--- config.mk ---
export PLATFORM = sky130hd
export DESIGN_NAME = fifo_axis_reader
export DESIGN_NICKNAME = d
export VERILOG_FILES = /design/src/rtl/fifo_axis_reader_pkg.sv /design/src/rtl/axis_skid_buf.sv /design/src/rtl/fifo_axis_reader.sv
export SDC_FILE = /design/constraint.sdc
export NUM_CORES = 1
export LEC_CHECK = 0
export CORE_MARGIN = 1
export CORE_UTILIZATION = 30
export DETAILED_ROUTE_END_ITERATION = 6
export SETUP_SLACK_MARGIN = 0.3
export SYNTH_ARGS = -nofsm -noshare
export SYNTH_HDL_FRONTEND = slang
export SYNTH_HIERARCHICAL = 1
export SYNTH_SLANG_ARGS = --single-unit
--- constraint.sdc ---
create_clock -name clk -period 2.6 [get_ports clk]
set_input_delay 0.52 -clock clk [delete_from_list [all_inputs] [get_ports clk]]
set_output_delay 0.52 -clock clk [all_outputs]
set_load 0.03 [all_outputs]
--- src/rtl/fifo_axis_reader_pkg.sv ---
// Shared types and constants for the FWFT FIFO to AXI4-Stream reader.
package fifo_axis_reader_pkg;

    typedef enum logic [1:0] {
        ST_IDLE  = 2'd0,
        ST_RUN   = 2'd1,
        ST_DRAIN = 2'd2
    } state_t;

    localparam int BUF_DEPTH = 2;

endpackage

--- src/rtl/axis_skid_buf.sv ---
// Two-entry in-order buffer: head register drives the stream, skid register
// holds the second beat so the producer side never looks at tready.
module axis_skid_buf
    import fifo_axis_reader_pkg::*;
#(
    parameter int W = 33
) (
    input  logic         clk,
    input  logic         reset,
    input  logic         push_i,
    input  logic [W-1:0] push_data_i,
    input  logic         pop_i,
    output logic         valid_o,
    output logic [W-1:0] head_o,
    output logic [1:0]   count_o
);

    localparam logic [1:0] FULL = 2'(BUF_DEPTH);

    logic [W-1:0] head_q, head_d;
    logic [W-1:0] skid_q, skid_d;
    logic [1:0]   count_q, count_d;

    always_comb begin
        head_d  = head_q;
        skid_d  = skid_q;
        count_d = count_q;
        case ({push_i, pop_i})
            2'b10: begin
                if (count_q == 2'd0) head_d = push_data_i;
                else                 skid_d = push_data_i;
                count_d = count_q + 2'd1;
            end
            2'b01: begin
                if (count_q == FULL) head_d = skid_q;
                count_d = count_q - 2'd1;
            end
            2'b11: begin
                // Simultaneous accept and fill keeps the occupancy unchanged.
                if (count_q == FULL) begin
                    head_d = skid_q;
                    skid_d = push_data_i;
                end else begin
                    head_d = push_data_i;
                end
            end
            default: ;
        endcase
    end

    always_ff @(posedge clk) begin
        if (reset) begin
            head_q  <= '0;
            skid_q  <= '0;
            count_q <= 2'd0;
        end else begin
            head_q  <= head_d;
            skid_q  <= skid_d;
            count_q <= count_d;
        end
    end

    assign valid_o = (count_q != 2'd0);
    assign head_o  = head_q;
    assign count_o = count_q;

endmodule

--- src/rtl/fifo_axis_reader.sv ---
// Pops an FWFT FIFO into an AXI4-Stream master, framing packets by a
// configured beat count.
//
// state    | meaning
// ST_IDLE  | waiting for a packet length on cfg_valid/cfg_ready
// ST_RUN   | popping FIFO words into the output buffer
// ST_DRAIN | all words popped, waiting for the tlast beat to be accepted
module fifo_axis_reader
    import fifo_axis_reader_pkg::*;
#(
    parameter int DATA_WIDTH = 32,
    parameter int LEN_WIDTH  = 16
) (
    input  logic                  clk,
    input  logic                  reset,
    input  logic                  cfg_valid,
    output logic                  cfg_ready,
    input  logic [LEN_WIDTH-1:0]  cfg_len,
    input  logic                  if_empty_n,
    output logic                  if_read_ce,
    output logic                  if_read,
    input  logic [DATA_WIDTH-1:0] if_dout,
    output logic                  m_axis_tvalid,
    input  logic                  m_axis_tready,
    output logic [DATA_WIDTH-1:0] m_axis_tdata,
    output logic                  m_axis_tlast,
    output logic                  done,
    output logic                  busy
);

    state_t               state_q;
    logic [LEN_WIDTH-1:0] len_q;
    logic [LEN_WIDTH-1:0] pop_cnt_q;
    logic                 done_q;

    logic [1:0]          buf_count;
    logic                buf_valid;
    logic [DATA_WIDTH:0] buf_head;
    logic                accept;
    logic                pop;
    logic                pop_last;

    // Pop decision uses only registered state, keeping tready off the FIFO path.
    assign pop      = (state_q == ST_RUN) && if_empty_n && (buf_count < 2'(BUF_DEPTH));
    assign pop_last = (pop_cnt_q == len_q - LEN_WIDTH'(1));
    assign accept   = buf_valid && m_axis_tready;

    always_ff @(posedge clk) begin
        if (reset) begin
            state_q   <= ST_IDLE;
            len_q     <= '0;
            pop_cnt_q <= '0;
            done_q    <= 1'b0;
        end else begin
            done_q <= 1'b0;
            case (state_q)
                ST_IDLE: begin
                    if (cfg_valid) begin
                        if (cfg_len == '0) begin
                            done_q <= 1'b1;
                        end else begin
                            len_q     <= cfg_len;
                            pop_cnt_q <= '0;
                            state_q   <= ST_RUN;
                        end
                    end
                end
                ST_RUN: begin
                    if (pop) begin
                        pop_cnt_q <= pop_cnt_q + LEN_WIDTH'(1);
                        if (pop_last) state_q <= ST_DRAIN;
                    end
                end
                ST_DRAIN: begin
                    if (accept && (buf_count == 2'd1)) begin
                        done_q  <= 1'b1;
                        state_q <= ST_IDLE;
                    end
                end
                default: state_q <= ST_IDLE;
            endcase
        end
    end

    axis_skid_buf #(
        .W (DATA_WIDTH + 1)
    ) u_buf (
        .clk         (clk),
        .reset       (reset),
        .push_i      (pop),
        .push_data_i ({pop_last, if_dout}),
        .pop_i       (accept),
        .valid_o     (buf_valid),
        .head_o      (buf_head),
        .count_o     (buf_count)
    );

    assign cfg_ready     = (state_q == ST_IDLE);
    assign busy          = (state_q != ST_IDLE);
    assign if_read       = pop;
    assign if_read_ce    = pop;
    assign m_axis_tvalid = buf_valid;
    assign m_axis_tdata  = buf_head[DATA_WIDTH-1:0];
    assign m_axis_tlast  = buf_head[DATA_WIDTH];
    assign done          = done_q;

endmodule

==> results of run 1 <==
-- sequential cells by signal, summed over array words and instances, names as in the netlist --
name	count
len_q	16
pop_cnt_q	16
u_buf/head_o	33
state_q	2
u_buf/count_o	2
done	1
u_buf/skid_q	33
-- cell type report --
type	count	area (um^2)	share of cell area, %
well taps	229	287	3.77
repair buffers	155	1580	20.8
inverters	10	43.8	0.576
multi-input cells	440	3330	43.8
flip-flops and latches	103	2070	27.2
clock inverters	4	37.5	0.494
clock buffers	12	256	3.37
-- what timing repair did --
item | in CTS | in global routing
resized for setup | 24 | 17
pin swaps | 9 | 10
hold buffers | 0 | 0
setup endpoints to repair | 68 | 40
setup buffers | 1 | 3
hold endpoints to repair | 0 | 0
cloned | 2 | 0
-- cells by family after synthesis --
logic type | Yosys count | synth area share (%)
AOI/OAI and AO/OA | 222 | 30.9
and+or+nand+nor | 158 | 15.0
DFF | 103 | 37.0
buffers and inverters | 75 | 6.58
xor gates and xnor gates | 36 | 5.66
muxes | 17 | 3.28
adders and majority gates | 7 | 1.57
-- critical path, stage by stage (launching register included) --
cell and delay (ns):
dfxtp_1 0.35, nor2_2 0.29, clkdlybuf4s50_1 0.73
-- worst paths after layout --
path                                       start          endpoint  slack [ns]  cells after the start
worst min-delay path            u_buf/skid_q[16]  u_buf/skid_q[16]        0.47                      2
worst min register to register  u_buf/skid_q[16]  u_buf/skid_q[16]        0.47                      2
worst max-delay path                  state_q[0]         cfg_ready        0.36                      2
worst max register to register        state_q[1]   u_buf/head_o[1]        0.37                     10
-- through the flow --
stage               util, %  total power (W)
floorplan                 -          0.00365
global placement       38.9          0.00464
detailed placement     38.9          0.00464
CTS                    41.4          0.00614
global route           42.1          0.00645
finish                 42.1          0.00614
-- cells in the final DEF (no fill, tap or decap), drive strengths merged, types with 12 or more instances in the layout --
| master | instances |
|---|---|
| nor2 | 45 |
| clkdlybuf4s50 | 87 |
| dfxtp | 103 |
| xnor2 | 28 |
| mux2i | 17 |
| buf | 66 |
| nor4 | 14 |
| clkbuf | 12 |
| o211ai | 33 |
| o21ai | 38 |
| nand3 | 45 |
| nand2 | 13 |
| a311oi | 34 |
| a211oi | 33 |
| a21oi | 40 |
| o31ai | 33 |
-- layer usage --
metal  track usage, %  part of all wire (%)  up-vias
met5                0                     0        -
met4             5.26                   1.5        0
met3             3.57                   6.4       25
met2             29.2                    46      196
met1             24.2                    46     2535
li1                 -                     -     2545
-- power groups by stage --
stage	registers (W)	clock network, W	logic [W]
4_1_cts	0.00199	0.00139	0.00276
3_5_place_dp	0.00201	0	0.00263
2_1_floorplan	0.00234	0	0.00131
3_3_place_gp	0.00202	0	0.00262
5_1_grt	0.00201	0.00145	0.00299
6_report	0.00199	0.00135	0.00281
==> summary.md, run 1 <==
| Metric | Value |
|---|---|
| Ant. Diodes | `0` |
| Most used DFF post-synth | `dfxtp_1` |
| Initial Util | `30.8%` |
| Maxcap violations | `0` |
| Cell area after layout | `around 7600 um^2` |
| Worst vdd ir | `0.412 mV` |
| Fmax | `0.446 GHz` |
| Pwr/cell area | `a little over 800 nW/um^2` |
| Asr flop ratio synth | `0%` |
| Yosys warning total | `6` |
| Synth cell count leaders | `dfxtp_1 (103), nand3_1 (45), nor2_1 (43)` |
| Switching share of power | `about 39%` |
| Yosys cell types | `53` |
| Period utilisation layout | `86.3%` |
| Final hold violation count | `0` |
| Die X-Extent | `between 100 and 150 um` |
| Fin cells | `~950` |
| Clock network power share | `21.9%` |
| First-pass GRT wire length | `approximately 28000 um` |
| Yosys top cell by area | `dfxtp_1` |
| Mapped cell area | `approximately 5600 um^2` |
| RePlAce Congestion | `between 0.7 and 0.8` |
| Gate Count Post-Synth | `roughly 620` |
| Max-slew violations | `0` |
| Skew-Pair Late Insertion Delay | `0.35 ns` |
| Synth top area share | `between 30% and 40%` |
| Kind of end point of the critical path | `output pin` |
| Clock root buffer master | `clkbuf_16` |
| Largest net degree at the start of global routing | `53` |
| Register area share after synthesis | `between 30% and 40%` |
| Boundary Pins | `92` |
| Worst-Margin Slew | `~0.7 ns` |
| P&R area growth vs syn | `36.5%` |
| Detailed Routing Iterations Pass 1 | `7` |
| Gr ovfl total | `0` |
| Startpoint Class | `flip-flop` |
| Arr. time, crit path | `between 1.5 and 2 ns` |
| Period minus WS final | `around 2.2 ns` |
| Routed wire per std cell | `between 15 and 20 um` |
| HPWL after DPL | `11000 um` |
| Antenna violations before repair | `0` |
| Inst Count DP | `931` |
| HP Class | `reg -> reg` |
| TritonCTS buffer count | `9` |
| Vias | `approximately 5300` |
| Bufs on Longest Clock Path | `2` |
| Fillcell total | `around 1800` |
| Req. time, crit path | `about 2.1 ns` |
| Share of cells above drive strength 1 | `21.4%` |
| LEAKAGE | `between 2 and 3 nW` |
| Setup CP Type | `reg -> out` |
| Chip Height | `between 100 and 150 um` |
| CORE AREA | `18100 um^2` |
| Comb pwr share | `45.8%` |
| Setup WS post-layout | `0.357 ns` |
| Number of flops mapped to enable cells by yosys | `0` |
| Worst-path clk slew | `roughly 0.07 ns` |
| Skew final | `about 0.012 ns` |
| GRT Util Overall | `18.0%` |
| Initial drt markers | `about 380` |
| Setup TNS | `0 ns` |
| Int Pwr | `around 0.0037 W` |
| Vias in the first global route | `between 5000 and 6000` |
| Vias per cell | `around 5.6` |
| Status | `finished, violations left` |
| Synthesized area per cell | `around 9.0 um^2` |
| Final setup viols | `0` |
| Placed cell areas | `roughly 7000 um^2` |
| Count leader, synth | `dfxtp_1` |
| Post-route ant nets | `0` |
| DRC viols | `5` |
| FP Rows | `49` |
| Unrepaired setup endpoints after global routing | `true` |
| Ranking of synthesized cells by area | `dfxtp_1 (37%), a311oi_2 (8.1%), a211oi_1 (4.4%)` |
| Failing checks | `design-rule violations` |
| IO Port Bufs | `a little over 90` |
| CTS tree | `done` |
| Worst-path fanout max | `4` |
| Clock sink count | `between 100 and 150` |
| Syn Nets | `approximately 680` |
| Place WS | `-0.219 ns` |
| Die footprint | `about 19000 um^2` |
| Nets@finish | `between 700 and 800` |
| Hold_ws | `0.470 ns` |
| #FFs+latches synth | `approximately 100` |
| Total wire length | `17000 um` |
| Max-slew headroom | `a little over half` |
| Sequential Power Share | `roughly a third` |
| P_sw | `between 0.002 and 0.0025 W` |
| # H-tree levels | `3` |
(Power assumes the default switching activity.)
==> run 2, diff against run 1 <==
--- a/config.mk
+++ b/config.mk
@@ -8,6 +8,7 @@
 export CORE_MARGIN = 1
 export CORE_UTILIZATION = 30
 export DETAILED_ROUTE_END_ITERATION = 6
+export MAX_ROUTING_LAYER = met4
 export SETUP_SLACK_MARGIN = 0.3
 export SYNTH_ARGS = -nofsm -noshare
 export SYNTH_HDL_FRONTEND = slang
==> run 2 against run 1 <==
  * The flow still finishes with violations (design-rule violations)
  * Final cell count did not move
  * Count of clock-buffer cells in the layout did not move
  * Maximum frequency barely moved
  * Via count fell by 0.45%
  * Setup slack improved by 0.0022 ns
  * Non-clock buffer count did not move
  * First-iteration DRC count fell by 1.6%
==> summary.md, run 2 (same netlist as run 1, synthesis figures left out) <==
| Metric | Value |
|---|---|
| R2r setup slk | `0.37 ns (about the same)` |
| Worst-path clk slew | `0.08 ns (about the same)` |
| Kind of end point of the critical path | `output pin` |
| Share of cells above drive strength 1 | `21.4% (unchanged)` |
| LEAKAGE | `2.56 nW (unchanged)` |
| Antenna violations before repair | `0 (unchanged)` |
| Detailed Routing Iterations Pass 1 | `7 (unchanged)` |
| Fillcell total | `1759 (unchanged)` |
| Die X-Extent | `138 um (unchanged)` |
| Skew-Pair Late Insertion Delay | `0.36 ns (about the same)` |
| Worst-path fanout max | `4 (unchanged)` |
| Switching share of power | `39.1% (+0.099 points)` |
| Vias | `5277 (-0.45%)` |
| IO Port Bufs | `91 (unchanged)` |
| Fin cells | `953 (unchanged)` |
| Vias in the first global route | `5263 (-0.019%)` |
| Die footprint | `19100 um^2 (unchanged)` |
| Skew final | `0.0133 ns (+0.00141 ns)` |
| Status | `finished, violations left` |
| Worst path cell trace | `nor2_2, clkdlybuf4s50_1` |
| Initial drt markers | `373 (-1.6%)` |
| Arr. time, crit path | `1.72 ns (about the same)` |
| CORE AREA | `18100 um^2 (unchanged)` |
| Nets@finish | `779 (unchanged)` |
| TritonCTS buffer count | `9 (unchanged)` |
| Sequential Power Share | `32.3% (about the same)` |
| Chip Height | `138 um (unchanged)` |
| Bufs on Longest Clock Path | `2 (unchanged)` |
| Busiest layer in global routing | `met2` |
| Setup WS post-layout | `0.359 ns (+0.00221 ns)` |
| Setup CP Type | `reg -> out` |
| Vias per cell | `5.54 (-0.45%)` |
| Worst R2R Start | `state_q[1]` |
| Largest net degree at the start of global routing | `53 (unchanged)` |
| Boundary Pins | `92 (unchanged)` |
| Startpoint Class | `flip-flop` |
| Gr ovfl total | `0 (unchanged)` |
| Met2 GRT Util | `29.3% (about the same)` |
| Clock root buffer master | `clkbuf_16` |
| Met3 Track Usage GR | `3.57% (unchanged)` |
| Most common cell after layout, fill and taps aside | `dfxtp_1` |
| Period utilisation layout | `86.2% (about the same)` |
| Unrepaired setup endpoints after global routing | `true` |
| Failing checks | `design-rule violations` |
| DRC viols | `6 (+1)` |
| Req. time, crit path | `2.08 ns (about the same)` |
| Place WS | `-0.219 ns (unchanged)` |
| Clock network power share | `22.0% (about the same)` |
| First-pass GRT wire length | `27900 um (about the same)` |
| Fmax | `0.446 GHz (about the same)` |
| # H-tree levels | `3 (unchanged)` |
| Hold Startpoint | `u_buf/skid_q[16]` |
| FF+latch area | `2070 um^2 (unchanged)` |
| Hold Crit Depth | `2 (unchanged)` |
| FP Rows | `49 (unchanged)` |
| Routed wire per std cell | `18.0 um (+0.38%)` |
| RePlAce Congestion | `0.793 (+1.4%)` |
| Comb pwr share | `45.7% (about the same)` |
| HP Class | `reg -> reg` |
| Most frequent cells in the layout | `dfxtp_1 (100), clkdlybuf4s50_1 (87), buf_4 (49), nand3_1 (44)` |
| Reg-to-reg endpoint | `u_buf/head_o[1]` |
| Initial Util | `30.8% (unchanged)` |
| Hold Path End | `u_buf/skid_q[16]` |
| Worst-Margin Slew | `0.716 ns (+0.0154 ns)` |
| Met1 usage | `24.1% (-0.043 points)` |
| CP peak stage delay | `0.73 ns (about the same)` |
| CTS tree | `done` |
| Post-route ant nets | `0 (unchanged)` |
| Final setup viols | `0 (unchanged)` |
| Reg2Reg Depth | `10 (unchanged)` |
| Max-slew headroom | `52.3% (-1.0 points)` |
| Total wire length | `17100 um (+0.38%)` |
| P_sw | `0.00241 W (+0.42%)` |
| Worst vdd ir | `0.412 mV (-0.19%)` |
| Slowest stage cell, crit path | `clkdlybuf4s50_1` |
| Ant. Diodes | `0 (unchanged)` |
| P&R area growth vs syn | `36.5% (unchanged)` |
| Max-slew violations | `0 (unchanged)` |
| GRT Util Overall | `18.6% (+0.55 points)` |
| Maxcap violations | `0 (unchanged)` |
| Hold_ws | `0.470 ns (-0.000229 ns)` |
| Int Pwr | `0.00375 W (about the same)` |
| Final hold violation count | `0 (unchanged)` |
| Inst Count DP | `931 (unchanged)` |
| Pwr/cell area | `809 nW/um^2 (+0.17%)` |
| Clock sink count | `103 (unchanged)` |
| HPWL after DPL | `11000 um (unchanged)` |
| Period minus WS final | `2.24 ns (-0.00221 ns)` |
| Hold_buf cts | `0 (unchanged)` |
| Multi-input logic area | `3330 um^2 (unchanged)` |
run 2: power by group through the flow:
stage	logic (W)	registers (W)	clock network, W
after floorplan	0.00131	0.00234	0
after global placement	0.00262	0.00202	0
after detailed placement	0.00263	0.00201	0
after CTS	0.00276	0.00199	0.00139
after global routing	0.00299	0.00201	0.00145
final	0.00282	0.00199	0.00135
run 2: critical path, delay by kind of cell (launching register included):
kind	cells	cell delay (ns)
buffers and inverters	1	0.73
flip-flops	1	0.35
AND/OR/NAND/NOR	1	0.29
run 2: layout make-up:
class,count,area share [%]
Multi-Input combinational cell,440,43.8
Timing Repair Buffer,155,20.8
Tap cell,229,3.77
Clock inverter,4,0.494
Clock buffer,12,3.37
Inverter,10,0.576
Sequential cell,103,27.2
run 2: through the flow:
step           TNS [ns]  cell area, um^2  util (%)  power (W)
2_1_floorplan         0             5590         -    0.00365
3_3_place_gp      -7.57             7030      38.9    0.00464
3_5_place_dp      -9.01             7030      38.9    0.00464
4_1_cts               0             7490      41.4    0.00614
5_1_grt               0             7610      42.1    0.00645
6_report              0             7610      42.1    0.00615
run 2: worst max path at each step:
stage / from / end / slack, ns / cells past startpoint
after floorplan: u_buf/count_o[1] / u_buf/head_o[10] / 0.33 / 10
after global placement: if_empty_n / u_buf/head_o[6] / -0.19 / 9
after detailed placement: if_empty_n / u_buf/head_o[1] / -0.22 / 9
after CTS: len_q[0] / u_buf/head_o[32] / 0.30 / 11
after global routing: state_q[1] / u_buf/head_o[1] / 0.29 / 10
final: state_q[0] / cfg_ready / 0.36 / 2
run 2: routing by layer:
| metal | vias to the layer above | routed length [um] |
|---|---|---|
| li1 | 2545 | - |
| met1 | 2525 | 7810 |
| met2 | 190 | 7950 |
| met3 | 17 | 1140 |
| met4 | 0 | 211 |
| met5 | - | 0 |
run 2: repair_timing:
item / 4_1_cts / 5_1_grt
cloned: 2 / 0
setup buffers: 1 / 3
pin swaps: 9 / 10
setup endpoints to repair: 68 / 40
resized for setup: 24 / 17
hold endpoints to repair: 0 / 0
